## config.mk

```make
export PLATFORM = sky130hd
export DESIGN_NAME = pipe_stage_regs_flat
export DESIGN_NICKNAME = d
export VERILOG_FILES = /design/src/rtl/pipe_stage_regs_if.sv /design/src/rtl/pipe_stage_regs.sv /design/src/flat_wrapper.sv
export SDC_FILE = /design/constraint.sdc
export NUM_CORES = 1
export LEC_CHECK = 0
export ABC_AREA = 1
export BUFFER_PORTS_ARGS = -buffer_cell sky130_fd_sc_hd__buf_2
export CELL_PAD_IN_SITES_DETAIL_PLACEMENT = 1
export CELL_PAD_IN_SITES_GLOBAL_PLACEMENT = 2
export CORE_AREA = 2 2 230 232
export DETAILED_ROUTE_END_ITERATION = 16
export DIE_AREA = 0 0 232 234
export PLACE_DENSITY = 0.49
export SYNTH_ARGS = -nofsm -noshare
export SYNTH_HDL_FRONTEND = slang
export SYNTH_SLANG_ARGS = --single-unit
```

## constraint.sdc

```tcl
create_clock -name clk -period 1.5 [get_ports clk]
set_input_delay 0.225 -clock clk [delete_from_list [all_inputs] [get_ports clk]]
set_output_delay 0.225 -clock clk [all_outputs]
set_load 0.1 [all_outputs]
```

## src/rtl/pipe_stage_regs_if.sv

```systemverilog
// Bundle of the IF/ID, ID/EX and EX/MEM boundary register inputs and outputs.
interface pipe_stage_regs_if #(
    parameter int unsigned DW = 16
);
    // IF/ID bank
    logic [DW-1:0] if_id_pc_next_in,  if_id_pc_next_out;
    logic [DW-1:0] if_id_pc_cur_in,   if_id_pc_cur_out;
    logic [DW-1:0] if_id_instr_in,    if_id_instr_out;

    // ID/EX bank
    logic [DW-1:0] id_ex_rd1_in,             id_ex_rd1_out;
    logic [DW-1:0] id_ex_rd2_in,             id_ex_rd2_out;
    logic [DW-1:0] id_ex_four_ext_in,        id_ex_four_ext_out;
    logic [DW-1:0] id_ex_seven_ext_in,       id_ex_seven_ext_out;
    logic [DW-1:0] id_ex_shifted_in,         id_ex_shifted_out;
    logic [DW-1:0] id_ex_word_align_jump_in, id_ex_word_align_jump_out;
    logic [DW-1:0] id_ex_pc2_in,             id_ex_pc2_out;
    logic [2:0]    id_ex_alu_ctrl_in,        id_ex_alu_ctrl_out;
    logic [2:0]    id_ex_set_ctrl_in,        id_ex_set_ctrl_out;
    logic [2:0]    id_ex_write_reg_in,       id_ex_write_reg_out;
    logic [1:0]    id_ex_bsrc_in,            id_ex_bsrc_out;
    logic [1:0]    id_ex_branch_ctrl_in,     id_ex_branch_ctrl_out;
    logic [1:0]    id_ex_reg_src_in,         id_ex_reg_src_out;
    logic          id_ex_inva_in,            id_ex_inva_out;
    logic          id_ex_invb_in,            id_ex_invb_out;
    logic          id_ex_branch_in,          id_ex_branch_out;
    logic          id_ex_slbi_in,            id_ex_slbi_out;
    logic          id_ex_btr_in,             id_ex_btr_out;
    logic          id_ex_mem_wrt_in,         id_ex_mem_wrt_out;
    logic          id_ex_alu_jmp_in,         id_ex_alu_jmp_out;
    logic          id_ex_pc_or_add_in,       id_ex_pc_or_add_out;
    logic          id_ex_halt_in,            id_ex_halt_out;
    logic          id_ex_reg_wrt_in,         id_ex_reg_wrt_out;
    logic          id_ex_send_nop_in,        id_ex_send_nop_out;

    // EX/MEM bank
    logic [DW-1:0] ex_mem_alu_in,        ex_mem_alu_out;
    logic [DW-1:0] ex_mem_binput_in,     ex_mem_binput_out;
    logic [DW-1:0] ex_mem_sgn_ext_in,    ex_mem_sgn_ext_out;
    logic [DW-1:0] ex_mem_rd2_in,        ex_mem_rd2_out;
    logic [DW-1:0] ex_mem_pc2_in,        ex_mem_pc2_out;
    logic [DW-1:0] ex_mem_seven_ext_in,  ex_mem_seven_ext_out;
    logic [2:0]    ex_mem_write_reg_in,  ex_mem_write_reg_out;
    logic [1:0]    ex_mem_reg_src_in,    ex_mem_reg_src_out;
    logic          ex_mem_branchtake_in, ex_mem_branchtake_out;
    logic          ex_mem_branch_in,     ex_mem_branch_out;
    logic          ex_mem_pc_or_add_in,  ex_mem_pc_or_add_out;
    logic          ex_mem_alu_jmp_in,    ex_mem_alu_jmp_out;
    logic          ex_mem_mem_wrt_in,    ex_mem_mem_wrt_out;
    logic          ex_mem_halt_in,       ex_mem_halt_out;
    logic          ex_mem_reg_wrt_in,    ex_mem_reg_wrt_out;
    logic          ex_mem_send_nop_in,   ex_mem_send_nop_out;

    // Pipeline stages drive the *_in side and consume the *_out side.
    modport master (
        output if_id_pc_next_in, if_id_pc_cur_in, if_id_instr_in,
        output id_ex_rd1_in, id_ex_rd2_in, id_ex_four_ext_in, id_ex_seven_ext_in,
        output id_ex_shifted_in, id_ex_word_align_jump_in, id_ex_pc2_in,
        output id_ex_alu_ctrl_in, id_ex_set_ctrl_in, id_ex_write_reg_in,
        output id_ex_bsrc_in, id_ex_branch_ctrl_in, id_ex_reg_src_in,
        output id_ex_inva_in, id_ex_invb_in, id_ex_branch_in, id_ex_slbi_in,
        output id_ex_btr_in, id_ex_mem_wrt_in, id_ex_alu_jmp_in, id_ex_pc_or_add_in,
        output id_ex_halt_in, id_ex_reg_wrt_in, id_ex_send_nop_in,
        output ex_mem_alu_in, ex_mem_binput_in, ex_mem_sgn_ext_in, ex_mem_rd2_in,
        output ex_mem_pc2_in, ex_mem_seven_ext_in, ex_mem_write_reg_in, ex_mem_reg_src_in,
        output ex_mem_branchtake_in, ex_mem_branch_in, ex_mem_pc_or_add_in,
        output ex_mem_alu_jmp_in, ex_mem_mem_wrt_in, ex_mem_halt_in,
        output ex_mem_reg_wrt_in, ex_mem_send_nop_in,
        input  if_id_pc_next_out, if_id_pc_cur_out, if_id_instr_out,
        input  id_ex_rd1_out, id_ex_rd2_out, id_ex_four_ext_out, id_ex_seven_ext_out,
        input  id_ex_shifted_out, id_ex_word_align_jump_out, id_ex_pc2_out,
        input  id_ex_alu_ctrl_out, id_ex_set_ctrl_out, id_ex_write_reg_out,
        input  id_ex_bsrc_out, id_ex_branch_ctrl_out, id_ex_reg_src_out,
        input  id_ex_inva_out, id_ex_invb_out, id_ex_branch_out, id_ex_slbi_out,
        input  id_ex_btr_out, id_ex_mem_wrt_out, id_ex_alu_jmp_out, id_ex_pc_or_add_out,
        input  id_ex_halt_out, id_ex_reg_wrt_out, id_ex_send_nop_out,
        input  ex_mem_alu_out, ex_mem_binput_out, ex_mem_sgn_ext_out, ex_mem_rd2_out,
        input  ex_mem_pc2_out, ex_mem_seven_ext_out, ex_mem_write_reg_out, ex_mem_reg_src_out,
        input  ex_mem_branchtake_out, ex_mem_branch_out, ex_mem_pc_or_add_out,
        input  ex_mem_alu_jmp_out, ex_mem_mem_wrt_out, ex_mem_halt_out,
        input  ex_mem_reg_wrt_out, ex_mem_send_nop_out
    );

    // The register banks consume the *_in side and drive the *_out side.
    modport slave (
        input  if_id_pc_next_in, if_id_pc_cur_in, if_id_instr_in,
        input  id_ex_rd1_in, id_ex_rd2_in, id_ex_four_ext_in, id_ex_seven_ext_in,
        input  id_ex_shifted_in, id_ex_word_align_jump_in, id_ex_pc2_in,
        input  id_ex_alu_ctrl_in, id_ex_set_ctrl_in, id_ex_write_reg_in,
        input  id_ex_bsrc_in, id_ex_branch_ctrl_in, id_ex_reg_src_in,
        input  id_ex_inva_in, id_ex_invb_in, id_ex_branch_in, id_ex_slbi_in,
        input  id_ex_btr_in, id_ex_mem_wrt_in, id_ex_alu_jmp_in, id_ex_pc_or_add_in,
        input  id_ex_halt_in, id_ex_reg_wrt_in, id_ex_send_nop_in,
        input  ex_mem_alu_in, ex_mem_binput_in, ex_mem_sgn_ext_in, ex_mem_rd2_in,
        input  ex_mem_pc2_in, ex_mem_seven_ext_in, ex_mem_write_reg_in, ex_mem_reg_src_in,
        input  ex_mem_branchtake_in, ex_mem_branch_in, ex_mem_pc_or_add_in,
        input  ex_mem_alu_jmp_in, ex_mem_mem_wrt_in, ex_mem_halt_in,
        input  ex_mem_reg_wrt_in, ex_mem_send_nop_in,
        output if_id_pc_next_out, if_id_pc_cur_out, if_id_instr_out,
        output id_ex_rd1_out, id_ex_rd2_out, id_ex_four_ext_out, id_ex_seven_ext_out,
        output id_ex_shifted_out, id_ex_word_align_jump_out, id_ex_pc2_out,
        output id_ex_alu_ctrl_out, id_ex_set_ctrl_out, id_ex_write_reg_out,
        output id_ex_bsrc_out, id_ex_branch_ctrl_out, id_ex_reg_src_out,
        output id_ex_inva_out, id_ex_invb_out, id_ex_branch_out, id_ex_slbi_out,
        output id_ex_btr_out, id_ex_mem_wrt_out, id_ex_alu_jmp_out, id_ex_pc_or_add_out,
        output id_ex_halt_out, id_ex_reg_wrt_out, id_ex_send_nop_out,
        output ex_mem_alu_out, ex_mem_binput_out, ex_mem_sgn_ext_out, ex_mem_rd2_out,
        output ex_mem_pc2_out, ex_mem_seven_ext_out, ex_mem_write_reg_out, ex_mem_reg_src_out,
        output ex_mem_branchtake_out, ex_mem_branch_out, ex_mem_pc_or_add_out,
        output ex_mem_alu_jmp_out, ex_mem_mem_wrt_out, ex_mem_halt_out,
        output ex_mem_reg_wrt_out, ex_mem_send_nop_out
    );
endinterface

```

## src/rtl/pipe_stage_regs.sv

```systemverilog
// IF/ID, ID/EX and EX/MEM boundary registers of the 16-bit 5-stage CPU.
// Each bank is a plain free-running flop set: one cycle of latency, no
// enable/stall/flush. Bubbles are made upstream by dropping reg_wrt/mem_wrt.
module pipe_stage_regs #(
    parameter int unsigned DW = 16
) (
    input  logic               clk,
    input  logic               rst,    // asynchronous, active-low
    pipe_stage_regs_if.slave   bus
);
    // Decode must see a NOP rather than HALT (all zeros) coming out of reset.
    localparam logic [DW-1:0] NOP_INSTR = DW'(16'h0800);

    // IF/ID bank.
    always_ff @(posedge clk or negedge rst) begin
        if (!rst) begin
            bus.if_id_pc_next_out <= '0;
            bus.if_id_pc_cur_out  <= '0;
            bus.if_id_instr_out   <= NOP_INSTR;
        end else begin
            bus.if_id_pc_next_out <= bus.if_id_pc_next_in;
            bus.if_id_pc_cur_out  <= bus.if_id_pc_cur_in;
            bus.if_id_instr_out   <= bus.if_id_instr_in;
        end
    end

    // ID/EX bank.
    always_ff @(posedge clk or negedge rst) begin
        if (!rst) begin
            bus.id_ex_rd1_out             <= '0;
            bus.id_ex_rd2_out             <= '0;
            bus.id_ex_four_ext_out        <= '0;
            bus.id_ex_seven_ext_out       <= '0;
            bus.id_ex_shifted_out         <= '0;
            bus.id_ex_word_align_jump_out <= '0;
            bus.id_ex_pc2_out             <= '0;
            bus.id_ex_alu_ctrl_out        <= '0;
            bus.id_ex_set_ctrl_out        <= '0;
            bus.id_ex_write_reg_out       <= '0;
            bus.id_ex_bsrc_out            <= '0;
            bus.id_ex_branch_ctrl_out     <= '0;
            bus.id_ex_reg_src_out         <= '0;
            bus.id_ex_inva_out            <= 1'b0;
            bus.id_ex_invb_out            <= 1'b0;
            bus.id_ex_branch_out          <= 1'b0;
            bus.id_ex_slbi_out            <= 1'b0;
            bus.id_ex_btr_out             <= 1'b0;
            bus.id_ex_mem_wrt_out         <= 1'b0;
            bus.id_ex_alu_jmp_out         <= 1'b0;
            bus.id_ex_pc_or_add_out       <= 1'b0;
            bus.id_ex_halt_out            <= 1'b0;
            bus.id_ex_reg_wrt_out         <= 1'b0;
            bus.id_ex_send_nop_out        <= 1'b0;
        end else begin
            bus.id_ex_rd1_out             <= bus.id_ex_rd1_in;
            bus.id_ex_rd2_out             <= bus.id_ex_rd2_in;
            bus.id_ex_four_ext_out        <= bus.id_ex_four_ext_in;
            bus.id_ex_seven_ext_out       <= bus.id_ex_seven_ext_in;
            bus.id_ex_shifted_out         <= bus.id_ex_shifted_in;
            bus.id_ex_word_align_jump_out <= bus.id_ex_word_align_jump_in;
            bus.id_ex_pc2_out             <= bus.id_ex_pc2_in;
            bus.id_ex_alu_ctrl_out        <= bus.id_ex_alu_ctrl_in;
            bus.id_ex_set_ctrl_out        <= bus.id_ex_set_ctrl_in;
            bus.id_ex_write_reg_out       <= bus.id_ex_write_reg_in;
            bus.id_ex_bsrc_out            <= bus.id_ex_bsrc_in;
            bus.id_ex_branch_ctrl_out     <= bus.id_ex_branch_ctrl_in;
            bus.id_ex_reg_src_out         <= bus.id_ex_reg_src_in;
            bus.id_ex_inva_out            <= bus.id_ex_inva_in;
            bus.id_ex_invb_out            <= bus.id_ex_invb_in;
            bus.id_ex_branch_out          <= bus.id_ex_branch_in;
            bus.id_ex_slbi_out            <= bus.id_ex_slbi_in;
            bus.id_ex_btr_out             <= bus.id_ex_btr_in;
            bus.id_ex_mem_wrt_out         <= bus.id_ex_mem_wrt_in;
            bus.id_ex_alu_jmp_out         <= bus.id_ex_alu_jmp_in;
            bus.id_ex_pc_or_add_out       <= bus.id_ex_pc_or_add_in;
            bus.id_ex_halt_out            <= bus.id_ex_halt_in;
            bus.id_ex_reg_wrt_out         <= bus.id_ex_reg_wrt_in;
            bus.id_ex_send_nop_out        <= bus.id_ex_send_nop_in;
        end
    end

    // EX/MEM bank.
    always_ff @(posedge clk or negedge rst) begin
        if (!rst) begin
            bus.ex_mem_alu_out        <= '0;
            bus.ex_mem_binput_out     <= '0;
            bus.ex_mem_sgn_ext_out    <= '0;
            bus.ex_mem_rd2_out        <= '0;
            bus.ex_mem_pc2_out        <= '0;
            bus.ex_mem_seven_ext_out  <= '0;
            bus.ex_mem_write_reg_out  <= '0;
            bus.ex_mem_reg_src_out    <= '0;
            bus.ex_mem_branchtake_out <= 1'b0;
            bus.ex_mem_branch_out     <= 1'b0;
            bus.ex_mem_pc_or_add_out  <= 1'b0;
            bus.ex_mem_alu_jmp_out    <= 1'b0;
            bus.ex_mem_mem_wrt_out    <= 1'b0;
            bus.ex_mem_halt_out       <= 1'b0;
            bus.ex_mem_reg_wrt_out    <= 1'b0;
            bus.ex_mem_send_nop_out   <= 1'b0;
        end else begin
            bus.ex_mem_alu_out        <= bus.ex_mem_alu_in;
            bus.ex_mem_binput_out     <= bus.ex_mem_binput_in;
            bus.ex_mem_sgn_ext_out    <= bus.ex_mem_sgn_ext_in;
            bus.ex_mem_rd2_out        <= bus.ex_mem_rd2_in;
            bus.ex_mem_pc2_out        <= bus.ex_mem_pc2_in;
            bus.ex_mem_seven_ext_out  <= bus.ex_mem_seven_ext_in;
            bus.ex_mem_write_reg_out  <= bus.ex_mem_write_reg_in;
            bus.ex_mem_reg_src_out    <= bus.ex_mem_reg_src_in;
            bus.ex_mem_branchtake_out <= bus.ex_mem_branchtake_in;
            bus.ex_mem_branch_out     <= bus.ex_mem_branch_in;
            bus.ex_mem_pc_or_add_out  <= bus.ex_mem_pc_or_add_in;
            bus.ex_mem_alu_jmp_out    <= bus.ex_mem_alu_jmp_in;
            bus.ex_mem_mem_wrt_out    <= bus.ex_mem_mem_wrt_in;
            bus.ex_mem_halt_out       <= bus.ex_mem_halt_in;
            bus.ex_mem_reg_wrt_out    <= bus.ex_mem_reg_wrt_in;
            bus.ex_mem_send_nop_out   <= bus.ex_mem_send_nop_in;
        end
    end
endmodule

```

## src/flat_wrapper.sv

```systemverilog
// flat-port wrapper written by rule: the top's interface ports become plain ports
module pipe_stage_regs_flat 
#(
    parameter int unsigned DW = 16
)
  (clk, rst, bus_if_id_pc_next_in, bus_if_id_pc_cur_in, bus_if_id_instr_in, bus_id_ex_rd1_in, bus_id_ex_rd2_in, bus_id_ex_four_ext_in, bus_id_ex_seven_ext_in, bus_id_ex_shifted_in, bus_id_ex_word_align_jump_in, bus_id_ex_pc2_in, bus_id_ex_alu_ctrl_in, bus_id_ex_set_ctrl_in, bus_id_ex_write_reg_in, bus_id_ex_bsrc_in, bus_id_ex_branch_ctrl_in, bus_id_ex_reg_src_in, bus_id_ex_inva_in, bus_id_ex_invb_in, bus_id_ex_branch_in, bus_id_ex_slbi_in, bus_id_ex_btr_in, bus_id_ex_mem_wrt_in, bus_id_ex_alu_jmp_in, bus_id_ex_pc_or_add_in, bus_id_ex_halt_in, bus_id_ex_reg_wrt_in, bus_id_ex_send_nop_in, bus_ex_mem_alu_in, bus_ex_mem_binput_in, bus_ex_mem_sgn_ext_in, bus_ex_mem_rd2_in, bus_ex_mem_pc2_in, bus_ex_mem_seven_ext_in, bus_ex_mem_write_reg_in, bus_ex_mem_reg_src_in, bus_ex_mem_branchtake_in, bus_ex_mem_branch_in, bus_ex_mem_pc_or_add_in, bus_ex_mem_alu_jmp_in, bus_ex_mem_mem_wrt_in, bus_ex_mem_halt_in, bus_ex_mem_reg_wrt_in, bus_ex_mem_send_nop_in, bus_if_id_pc_next_out, bus_if_id_pc_cur_out, bus_if_id_instr_out, bus_id_ex_rd1_out, bus_id_ex_rd2_out, bus_id_ex_four_ext_out, bus_id_ex_seven_ext_out, bus_id_ex_shifted_out, bus_id_ex_word_align_jump_out, bus_id_ex_pc2_out, bus_id_ex_alu_ctrl_out, bus_id_ex_set_ctrl_out, bus_id_ex_write_reg_out, bus_id_ex_bsrc_out, bus_id_ex_branch_ctrl_out, bus_id_ex_reg_src_out, bus_id_ex_inva_out, bus_id_ex_invb_out, bus_id_ex_branch_out, bus_id_ex_slbi_out, bus_id_ex_btr_out, bus_id_ex_mem_wrt_out, bus_id_ex_alu_jmp_out, bus_id_ex_pc_or_add_out, bus_id_ex_halt_out, bus_id_ex_reg_wrt_out, bus_id_ex_send_nop_out, bus_ex_mem_alu_out, bus_ex_mem_binput_out, bus_ex_mem_sgn_ext_out, bus_ex_mem_rd2_out, bus_ex_mem_pc2_out, bus_ex_mem_seven_ext_out, bus_ex_mem_write_reg_out, bus_ex_mem_reg_src_out, bus_ex_mem_branchtake_out, bus_ex_mem_branch_out, bus_ex_mem_pc_or_add_out, bus_ex_mem_alu_jmp_out, bus_ex_mem_mem_wrt_out, bus_ex_mem_halt_out, bus_ex_mem_reg_wrt_out, bus_ex_mem_send_nop_out);
  pipe_stage_regs_if #(.DW(DW)) bus_i ();
  input  logic clk;
  input  logic rst;
  input wire logic [$bits(bus_i.if_id_pc_next_in)-1:0] bus_if_id_pc_next_in;
  input wire logic [$bits(bus_i.if_id_pc_cur_in)-1:0] bus_if_id_pc_cur_in;
  input wire logic [$bits(bus_i.if_id_instr_in)-1:0] bus_if_id_instr_in;
  input wire logic [$bits(bus_i.id_ex_rd1_in)-1:0] bus_id_ex_rd1_in;
  input wire logic [$bits(bus_i.id_ex_rd2_in)-1:0] bus_id_ex_rd2_in;
  input wire logic [$bits(bus_i.id_ex_four_ext_in)-1:0] bus_id_ex_four_ext_in;
  input wire logic [$bits(bus_i.id_ex_seven_ext_in)-1:0] bus_id_ex_seven_ext_in;
  input wire logic [$bits(bus_i.id_ex_shifted_in)-1:0] bus_id_ex_shifted_in;
  input wire logic [$bits(bus_i.id_ex_word_align_jump_in)-1:0] bus_id_ex_word_align_jump_in;
  input wire logic [$bits(bus_i.id_ex_pc2_in)-1:0] bus_id_ex_pc2_in;
  input wire logic [$bits(bus_i.id_ex_alu_ctrl_in)-1:0] bus_id_ex_alu_ctrl_in;
  input wire logic [$bits(bus_i.id_ex_set_ctrl_in)-1:0] bus_id_ex_set_ctrl_in;
  input wire logic [$bits(bus_i.id_ex_write_reg_in)-1:0] bus_id_ex_write_reg_in;
  input wire logic [$bits(bus_i.id_ex_bsrc_in)-1:0] bus_id_ex_bsrc_in;
  input wire logic [$bits(bus_i.id_ex_branch_ctrl_in)-1:0] bus_id_ex_branch_ctrl_in;
  input wire logic [$bits(bus_i.id_ex_reg_src_in)-1:0] bus_id_ex_reg_src_in;
  input wire logic [$bits(bus_i.id_ex_inva_in)-1:0] bus_id_ex_inva_in;
  input wire logic [$bits(bus_i.id_ex_invb_in)-1:0] bus_id_ex_invb_in;
  input wire logic [$bits(bus_i.id_ex_branch_in)-1:0] bus_id_ex_branch_in;
  input wire logic [$bits(bus_i.id_ex_slbi_in)-1:0] bus_id_ex_slbi_in;
  input wire logic [$bits(bus_i.id_ex_btr_in)-1:0] bus_id_ex_btr_in;
  input wire logic [$bits(bus_i.id_ex_mem_wrt_in)-1:0] bus_id_ex_mem_wrt_in;
  input wire logic [$bits(bus_i.id_ex_alu_jmp_in)-1:0] bus_id_ex_alu_jmp_in;
  input wire logic [$bits(bus_i.id_ex_pc_or_add_in)-1:0] bus_id_ex_pc_or_add_in;
  input wire logic [$bits(bus_i.id_ex_halt_in)-1:0] bus_id_ex_halt_in;
  input wire logic [$bits(bus_i.id_ex_reg_wrt_in)-1:0] bus_id_ex_reg_wrt_in;
  input wire logic [$bits(bus_i.id_ex_send_nop_in)-1:0] bus_id_ex_send_nop_in;
  input wire logic [$bits(bus_i.ex_mem_alu_in)-1:0] bus_ex_mem_alu_in;
  input wire logic [$bits(bus_i.ex_mem_binput_in)-1:0] bus_ex_mem_binput_in;
  input wire logic [$bits(bus_i.ex_mem_sgn_ext_in)-1:0] bus_ex_mem_sgn_ext_in;
  input wire logic [$bits(bus_i.ex_mem_rd2_in)-1:0] bus_ex_mem_rd2_in;
  input wire logic [$bits(bus_i.ex_mem_pc2_in)-1:0] bus_ex_mem_pc2_in;
  input wire logic [$bits(bus_i.ex_mem_seven_ext_in)-1:0] bus_ex_mem_seven_ext_in;
  input wire logic [$bits(bus_i.ex_mem_write_reg_in)-1:0] bus_ex_mem_write_reg_in;
  input wire logic [$bits(bus_i.ex_mem_reg_src_in)-1:0] bus_ex_mem_reg_src_in;
  input wire logic [$bits(bus_i.ex_mem_branchtake_in)-1:0] bus_ex_mem_branchtake_in;
  input wire logic [$bits(bus_i.ex_mem_branch_in)-1:0] bus_ex_mem_branch_in;
  input wire logic [$bits(bus_i.ex_mem_pc_or_add_in)-1:0] bus_ex_mem_pc_or_add_in;
  input wire logic [$bits(bus_i.ex_mem_alu_jmp_in)-1:0] bus_ex_mem_alu_jmp_in;
  input wire logic [$bits(bus_i.ex_mem_mem_wrt_in)-1:0] bus_ex_mem_mem_wrt_in;
  input wire logic [$bits(bus_i.ex_mem_halt_in)-1:0] bus_ex_mem_halt_in;
  input wire logic [$bits(bus_i.ex_mem_reg_wrt_in)-1:0] bus_ex_mem_reg_wrt_in;
  input wire logic [$bits(bus_i.ex_mem_send_nop_in)-1:0] bus_ex_mem_send_nop_in;
  output wire logic [$bits(bus_i.if_id_pc_next_out)-1:0] bus_if_id_pc_next_out;
  output wire logic [$bits(bus_i.if_id_pc_cur_out)-1:0] bus_if_id_pc_cur_out;
  output wire logic [$bits(bus_i.if_id_instr_out)-1:0] bus_if_id_instr_out;
  output wire logic [$bits(bus_i.id_ex_rd1_out)-1:0] bus_id_ex_rd1_out;
  output wire logic [$bits(bus_i.id_ex_rd2_out)-1:0] bus_id_ex_rd2_out;
  output wire logic [$bits(bus_i.id_ex_four_ext_out)-1:0] bus_id_ex_four_ext_out;
  output wire logic [$bits(bus_i.id_ex_seven_ext_out)-1:0] bus_id_ex_seven_ext_out;
  output wire logic [$bits(bus_i.id_ex_shifted_out)-1:0] bus_id_ex_shifted_out;
  output wire logic [$bits(bus_i.id_ex_word_align_jump_out)-1:0] bus_id_ex_word_align_jump_out;
  output wire logic [$bits(bus_i.id_ex_pc2_out)-1:0] bus_id_ex_pc2_out;
  output wire logic [$bits(bus_i.id_ex_alu_ctrl_out)-1:0] bus_id_ex_alu_ctrl_out;
  output wire logic [$bits(bus_i.id_ex_set_ctrl_out)-1:0] bus_id_ex_set_ctrl_out;
  output wire logic [$bits(bus_i.id_ex_write_reg_out)-1:0] bus_id_ex_write_reg_out;
  output wire logic [$bits(bus_i.id_ex_bsrc_out)-1:0] bus_id_ex_bsrc_out;
  output wire logic [$bits(bus_i.id_ex_branch_ctrl_out)-1:0] bus_id_ex_branch_ctrl_out;
  output wire logic [$bits(bus_i.id_ex_reg_src_out)-1:0] bus_id_ex_reg_src_out;
  output wire logic [$bits(bus_i.id_ex_inva_out)-1:0] bus_id_ex_inva_out;
  output wire logic [$bits(bus_i.id_ex_invb_out)-1:0] bus_id_ex_invb_out;
  output wire logic [$bits(bus_i.id_ex_branch_out)-1:0] bus_id_ex_branch_out;
  output wire logic [$bits(bus_i.id_ex_slbi_out)-1:0] bus_id_ex_slbi_out;
  output wire logic [$bits(bus_i.id_ex_btr_out)-1:0] bus_id_ex_btr_out;
  output wire logic [$bits(bus_i.id_ex_mem_wrt_out)-1:0] bus_id_ex_mem_wrt_out;
  output wire logic [$bits(bus_i.id_ex_alu_jmp_out)-1:0] bus_id_ex_alu_jmp_out;
  output wire logic [$bits(bus_i.id_ex_pc_or_add_out)-1:0] bus_id_ex_pc_or_add_out;
  output wire logic [$bits(bus_i.id_ex_halt_out)-1:0] bus_id_ex_halt_out;
  output wire logic [$bits(bus_i.id_ex_reg_wrt_out)-1:0] bus_id_ex_reg_wrt_out;
  output wire logic [$bits(bus_i.id_ex_send_nop_out)-1:0] bus_id_ex_send_nop_out;
  output wire logic [$bits(bus_i.ex_mem_alu_out)-1:0] bus_ex_mem_alu_out;
  output wire logic [$bits(bus_i.ex_mem_binput_out)-1:0] bus_ex_mem_binput_out;
  output wire logic [$bits(bus_i.ex_mem_sgn_ext_out)-1:0] bus_ex_mem_sgn_ext_out;
  output wire logic [$bits(bus_i.ex_mem_rd2_out)-1:0] bus_ex_mem_rd2_out;
  output wire logic [$bits(bus_i.ex_mem_pc2_out)-1:0] bus_ex_mem_pc2_out;
  output wire logic [$bits(bus_i.ex_mem_seven_ext_out)-1:0] bus_ex_mem_seven_ext_out;
  output wire logic [$bits(bus_i.ex_mem_write_reg_out)-1:0] bus_ex_mem_write_reg_out;
  output wire logic [$bits(bus_i.ex_mem_reg_src_out)-1:0] bus_ex_mem_reg_src_out;
  output wire logic [$bits(bus_i.ex_mem_branchtake_out)-1:0] bus_ex_mem_branchtake_out;
  output wire logic [$bits(bus_i.ex_mem_branch_out)-1:0] bus_ex_mem_branch_out;
  output wire logic [$bits(bus_i.ex_mem_pc_or_add_out)-1:0] bus_ex_mem_pc_or_add_out;
  output wire logic [$bits(bus_i.ex_mem_alu_jmp_out)-1:0] bus_ex_mem_alu_jmp_out;
  output wire logic [$bits(bus_i.ex_mem_mem_wrt_out)-1:0] bus_ex_mem_mem_wrt_out;
  output wire logic [$bits(bus_i.ex_mem_halt_out)-1:0] bus_ex_mem_halt_out;
  output wire logic [$bits(bus_i.ex_mem_reg_wrt_out)-1:0] bus_ex_mem_reg_wrt_out;
  output wire logic [$bits(bus_i.ex_mem_send_nop_out)-1:0] bus_ex_mem_send_nop_out;
  assign bus_i.if_id_pc_next_in = bus_if_id_pc_next_in;
  assign bus_i.if_id_pc_cur_in = bus_if_id_pc_cur_in;
  assign bus_i.if_id_instr_in = bus_if_id_instr_in;
  assign bus_i.id_ex_rd1_in = bus_id_ex_rd1_in;
  assign bus_i.id_ex_rd2_in = bus_id_ex_rd2_in;
  assign bus_i.id_ex_four_ext_in = bus_id_ex_four_ext_in;
  assign bus_i.id_ex_seven_ext_in = bus_id_ex_seven_ext_in;
  assign bus_i.id_ex_shifted_in = bus_id_ex_shifted_in;
  assign bus_i.id_ex_word_align_jump_in = bus_id_ex_word_align_jump_in;
  assign bus_i.id_ex_pc2_in = bus_id_ex_pc2_in;
  assign bus_i.id_ex_alu_ctrl_in = bus_id_ex_alu_ctrl_in;
  assign bus_i.id_ex_set_ctrl_in = bus_id_ex_set_ctrl_in;
  assign bus_i.id_ex_write_reg_in = bus_id_ex_write_reg_in;
  assign bus_i.id_ex_bsrc_in = bus_id_ex_bsrc_in;
  assign bus_i.id_ex_branch_ctrl_in = bus_id_ex_branch_ctrl_in;
  assign bus_i.id_ex_reg_src_in = bus_id_ex_reg_src_in;
  assign bus_i.id_ex_inva_in = bus_id_ex_inva_in;
  assign bus_i.id_ex_invb_in = bus_id_ex_invb_in;
  assign bus_i.id_ex_branch_in = bus_id_ex_branch_in;
  assign bus_i.id_ex_slbi_in = bus_id_ex_slbi_in;
  assign bus_i.id_ex_btr_in = bus_id_ex_btr_in;
  assign bus_i.id_ex_mem_wrt_in = bus_id_ex_mem_wrt_in;
  assign bus_i.id_ex_alu_jmp_in = bus_id_ex_alu_jmp_in;
  assign bus_i.id_ex_pc_or_add_in = bus_id_ex_pc_or_add_in;
  assign bus_i.id_ex_halt_in = bus_id_ex_halt_in;
  assign bus_i.id_ex_reg_wrt_in = bus_id_ex_reg_wrt_in;
  assign bus_i.id_ex_send_nop_in = bus_id_ex_send_nop_in;
  assign bus_i.ex_mem_alu_in = bus_ex_mem_alu_in;
  assign bus_i.ex_mem_binput_in = bus_ex_mem_binput_in;
  assign bus_i.ex_mem_sgn_ext_in = bus_ex_mem_sgn_ext_in;
  assign bus_i.ex_mem_rd2_in = bus_ex_mem_rd2_in;
  assign bus_i.ex_mem_pc2_in = bus_ex_mem_pc2_in;
  assign bus_i.ex_mem_seven_ext_in = bus_ex_mem_seven_ext_in;
  assign bus_i.ex_mem_write_reg_in = bus_ex_mem_write_reg_in;
  assign bus_i.ex_mem_reg_src_in = bus_ex_mem_reg_src_in;
  assign bus_i.ex_mem_branchtake_in = bus_ex_mem_branchtake_in;
  assign bus_i.ex_mem_branch_in = bus_ex_mem_branch_in;
  assign bus_i.ex_mem_pc_or_add_in = bus_ex_mem_pc_or_add_in;
  assign bus_i.ex_mem_alu_jmp_in = bus_ex_mem_alu_jmp_in;
  assign bus_i.ex_mem_mem_wrt_in = bus_ex_mem_mem_wrt_in;
  assign bus_i.ex_mem_halt_in = bus_ex_mem_halt_in;
  assign bus_i.ex_mem_reg_wrt_in = bus_ex_mem_reg_wrt_in;
  assign bus_i.ex_mem_send_nop_in = bus_ex_mem_send_nop_in;
  assign bus_if_id_pc_next_out = bus_i.if_id_pc_next_out;
  assign bus_if_id_pc_cur_out = bus_i.if_id_pc_cur_out;
  assign bus_if_id_instr_out = bus_i.if_id_instr_out;
  assign bus_id_ex_rd1_out = bus_i.id_ex_rd1_out;
  assign bus_id_ex_rd2_out = bus_i.id_ex_rd2_out;
  assign bus_id_ex_four_ext_out = bus_i.id_ex_four_ext_out;
  assign bus_id_ex_seven_ext_out = bus_i.id_ex_seven_ext_out;
  assign bus_id_ex_shifted_out = bus_i.id_ex_shifted_out;
  assign bus_id_ex_word_align_jump_out = bus_i.id_ex_word_align_jump_out;
  assign bus_id_ex_pc2_out = bus_i.id_ex_pc2_out;
  assign bus_id_ex_alu_ctrl_out = bus_i.id_ex_alu_ctrl_out;
  assign bus_id_ex_set_ctrl_out = bus_i.id_ex_set_ctrl_out;
  assign bus_id_ex_write_reg_out = bus_i.id_ex_write_reg_out;
  assign bus_id_ex_bsrc_out = bus_i.id_ex_bsrc_out;
  assign bus_id_ex_branch_ctrl_out = bus_i.id_ex_branch_ctrl_out;
  assign bus_id_ex_reg_src_out = bus_i.id_ex_reg_src_out;
  assign bus_id_ex_inva_out = bus_i.id_ex_inva_out;
  assign bus_id_ex_invb_out = bus_i.id_ex_invb_out;
  assign bus_id_ex_branch_out = bus_i.id_ex_branch_out;
  assign bus_id_ex_slbi_out = bus_i.id_ex_slbi_out;
  assign bus_id_ex_btr_out = bus_i.id_ex_btr_out;
  assign bus_id_ex_mem_wrt_out = bus_i.id_ex_mem_wrt_out;
  assign bus_id_ex_alu_jmp_out = bus_i.id_ex_alu_jmp_out;
  assign bus_id_ex_pc_or_add_out = bus_i.id_ex_pc_or_add_out;
  assign bus_id_ex_halt_out = bus_i.id_ex_halt_out;
  assign bus_id_ex_reg_wrt_out = bus_i.id_ex_reg_wrt_out;
  assign bus_id_ex_send_nop_out = bus_i.id_ex_send_nop_out;
  assign bus_ex_mem_alu_out = bus_i.ex_mem_alu_out;
  assign bus_ex_mem_binput_out = bus_i.ex_mem_binput_out;
  assign bus_ex_mem_sgn_ext_out = bus_i.ex_mem_sgn_ext_out;
  assign bus_ex_mem_rd2_out = bus_i.ex_mem_rd2_out;
  assign bus_ex_mem_pc2_out = bus_i.ex_mem_pc2_out;
  assign bus_ex_mem_seven_ext_out = bus_i.ex_mem_seven_ext_out;
  assign bus_ex_mem_write_reg_out = bus_i.ex_mem_write_reg_out;
  assign bus_ex_mem_reg_src_out = bus_i.ex_mem_reg_src_out;
  assign bus_ex_mem_branchtake_out = bus_i.ex_mem_branchtake_out;
  assign bus_ex_mem_branch_out = bus_i.ex_mem_branch_out;
  assign bus_ex_mem_pc_or_add_out = bus_i.ex_mem_pc_or_add_out;
  assign bus_ex_mem_alu_jmp_out = bus_i.ex_mem_alu_jmp_out;
  assign bus_ex_mem_mem_wrt_out = bus_i.ex_mem_mem_wrt_out;
  assign bus_ex_mem_halt_out = bus_i.ex_mem_halt_out;
  assign bus_ex_mem_reg_wrt_out = bus_i.ex_mem_reg_wrt_out;
  assign bus_ex_mem_send_nop_out = bus_i.ex_mem_send_nop_out;
  pipe_stage_regs #(.DW(DW)) u_core (.clk(clk), .rst(rst), .bus(bus_i));
endmodule
```

; ---- After elaboration in Yosys (flattened, before gate mapping)
; Cells that the tools add are included.
[totals]
ff_bits = 295
latch_bits = 0
mem_bits_rw = 0
romBits = 0
in_bits = 297
out_inout_bits = 295
n_memories = 0
[op_classes]
addsub = 0
mul = 0
n_div = 0
magnitude_cmp = 0
eq_ne = 0
n_shift = 0
mux = 0
bitwise_logic = 0
n_reduce_logical = 0

; ---- Longest topological paths before layout
[depth]
depth_word = 0
mapped_depth = 0

; ---- Worst setup path after synthesis
; No wires, ideal clock.
[synth_timing]
path_type = reg2out
startpoint = reg u_core.bus.ex_mem_alu_jmp_out
endpoint = out bus_ex_mem_alu_jmp_out
arrival_ps = 883
t_required_ps = 1275
slack_ps = 392
stages_incl_launch_ff = 1
path_buffers = 0
cell_sequence = dfrtp_1
[synth_rtl]
columns = item, line_no
row1 = from (decl), pipe_stage_regs_if.sv:110  ; output ex_mem_alu_jmp_out, ex_mem_mem_wrt_out, ex_mem_halt_out,
row2 = from (signal assigned), pipe_stage_regs.sv:113  ; bus.ex_mem_alu_jmp_out <= bus.ex_mem_alu_jmp_in;
row3 = to (decl), flat_wrapper.sv:91  ; output wire logic [$bits(bus_i.ex_mem_alu_jmp_out)-1:0] bus_ex_mem_alu_jmp_out;
; No word-level cell between the ends.

; ---- Worst setup path after layout
[layout_timing]
startpoint = reg u_core.bus.if_id_instr_out[11]
endpoint = out bus_if_id_instr_out[11]
[layout_rtl]
columns = item, line_no
row1 = from (decl), pipe_stage_regs_if.sv:99  ; output if_id_pc_next_out, if_id_pc_cur_out, if_id_instr_out,
row2 = from (signal assigned), pipe_stage_regs.sv:23  ; bus.if_id_instr_out <= bus.if_id_instr_in;
row3 = to (decl), flat_wrapper.sv:55  ; output wire logic [$bits(bus_i.if_id_instr_out)-1:0] bus_if_id_instr_out;
; No word-level cell between the ends.

==> flow_summary.ini <==
[run_status]
run_status = finished, final reports clean

[critical_path]
crit_cells = 1
critPathMaxFanout = 1
cp_slowest_stage_delay_ns = 0.54
cp.arrival_ns = 1.27
end_kind = primary output
start_kind = register
cp_cell_sequence = buf_12
cp_data_required_time_ns = 1.27
slowest_stage = dfstp_2
path_delay_family = flip-flops
worstSetupPathType = register to primary output
path_buf_inv = 1

[global_route]
grt_use_total_pct = 12.0
grt_pass1_vias = 7698
grt_max_degree = 70
grt_pass1_wl_mm = 47.8
antenna_found_initial = 0
grt.overflow.total = 0

[logic_synthesis]
yosys-top-cells-area = dfrtp_1 (100%), dfstp_2 (0.36%)
yosysSeqAreaShare_pct = 100
synth_area_leader_cell = dfrtp_1
postSynthAreaPerCell_um2 = 25.0
synth_top_area_share_pct = 99.6
synth_cell_types = 2
netlist_area_mm2 = 0.00738
ys_seq_elements = 295
syn_inst = 295
syn_nets = 592
yosysWarnings = 0

[clocking]
cts_tree = done
h-tree-depth = 2
cts_setup_buffers = 0
path_clk_slew_ns = 0.06
cts_buffer_depth = 3
cts_buffers = 36
root_buffer = clkbuf_16
clock-sinks = 295

[drt]
routed-via-count = 6335
wire_per_inst_um = 17.3
wl_mm = 33.7
vias_per_cell = 3.24
ant_nets = 0
drc = 0
drt_iter0_drc = 103
drt_first_pass_iters = 4

[layout]
fill_cells = 5645
final_common_cell = buf_4
nets = 1535
multiInputGateArea_um2 = 0
multi_input_gates = 0
area_growth_pct = 122
final_cell_mix = buf_4 (303), dlygate4sd3_1 (296), buf_2 (295)
insertedDiodeCount = 0
layout-drive-gt1-share_pct = 52.8

[power_and_ir_drop]
p_int_mw = 15.5
p_leak_nw = 8.01
p_clk_share_pct = 40.7
power.density_mw_per_mm2 = 1400
peakVddDrop_uv = 1040
switching_share_pct = 32.6
p_total_mw = 22.9
p_comb_share_pct = 22.3
pwr-share-seq_pct = 37.0
power.switching_mw = 7.49

[timing]
setup_ws_ns = 0.00952
fmax_ghz = 0.671
min_period_ns = 1.49
tightest_slew_ns = 0.396
setup_viol = 0
slew-limit-headroom_pct = 73.6
tns_ns = 0
rsz0062_at_grt = true
hold_viol = 0
drv_slew = 0
fin_crit_sh_pct = 99.4

[die]
die_w_um = 232
start_util_pct = 14.2
die_area_mm2 = 0.0543
core_mm2 = 0.0520
die_h_um = 234
io_pins = 592
rows = 84

[min_path]
worstHoldPathType = input pin to asynchronous set/reset pin

[place]
hpwlAfterDp_mm = 23.7
port_buffers = 591
dp_slack_ns = 0.454
place.gp.congestion = 0.822

[flow_run]
cap_violations = 0
## routing by layer
| metal | up-vias | wire (µm) | track usage [%] |
|---|---|---|---|
| met5 | - | 0 | 0 |
| met4 | 0 | 1250 | 5.63 |
| met3 | 65 | 3040 | 4.73 |
| met2 | 338 | 18300 | 22.0 |
| met1 | 3122 | 11200 | 11.8 |
| li1 | 2810 | - | - |
## worst paths after layout
kind	start	slack (ns)	to
worst max-delay path	u_core.bus.if_id_instr_out[11]	0.01	bus_if_id_instr_out[11]
worst min-delay path	rst	0.1	u_core.bus.id_ex_reg_wrt_out
max in group asynchronous	rst	0.61	u_core.bus.if_id_instr_out[11]
min in group clk	bus_if_id_pc_cur_in[5]	0.32	u_core.bus.if_id_pc_cur_out[5]
## power groups by stage
stage | logic (mW) | clock network (mW) | registers, mW
2_1_floorplan | 0 | 0 | 11.6
3_3_place_gp | 4.25 | 0 | 8.60
3_5_place_dp | 4.25 | 0 | 8.60
4_1_cts | 5.14 | 9.66 | 8.49
5_1_grt | 5.28 | 10.0 | 8.53
6_report | 5.11 | 9.34 | 8.50
## cells by family after synthesis
group / synth area share (%)
DFF: 100
## Yosys cell counts
| master | n |
|---|---|
| dfrtp_1 | 294 |
| dfstp_2 | 1 |
## metrics by stage
step | cells | hold slack [ns] | utilization [%] | cell area, µm²
4_1_cts | 1954 | 0.0552 | 31.5 | 16400
5_1_grt | 1954 | 0.0779 | 31.6 | 16400
3_5_place_dp | 1592 | 0.0708 | 22.0 | 11400
6_report | 1954 | 0.0994 | 31.6 | 16400
2_1_floorplan | 295 | -0.0706 | - | 7380
3_3_place_gp | 1592 | 0.0705 | 22.0 | 11400
## final cells by class
cell class	instances	area (µm²)	share of cell area, %
clock buffers	50	1030	6.30
clock inverters	16	241	1.47
flip-flops and latches	295	7380	45.0
well taps	688	861	5.24
repair buffers	905	6890	42.0
## what timing repair did
action	CTS	global route
setup endpoints to repair	295	2
hold endpoints to repair	474	0
hold buffers	296	0
resized for setup	297	1
Note: power is estimated with default switching activity, not from simulation.
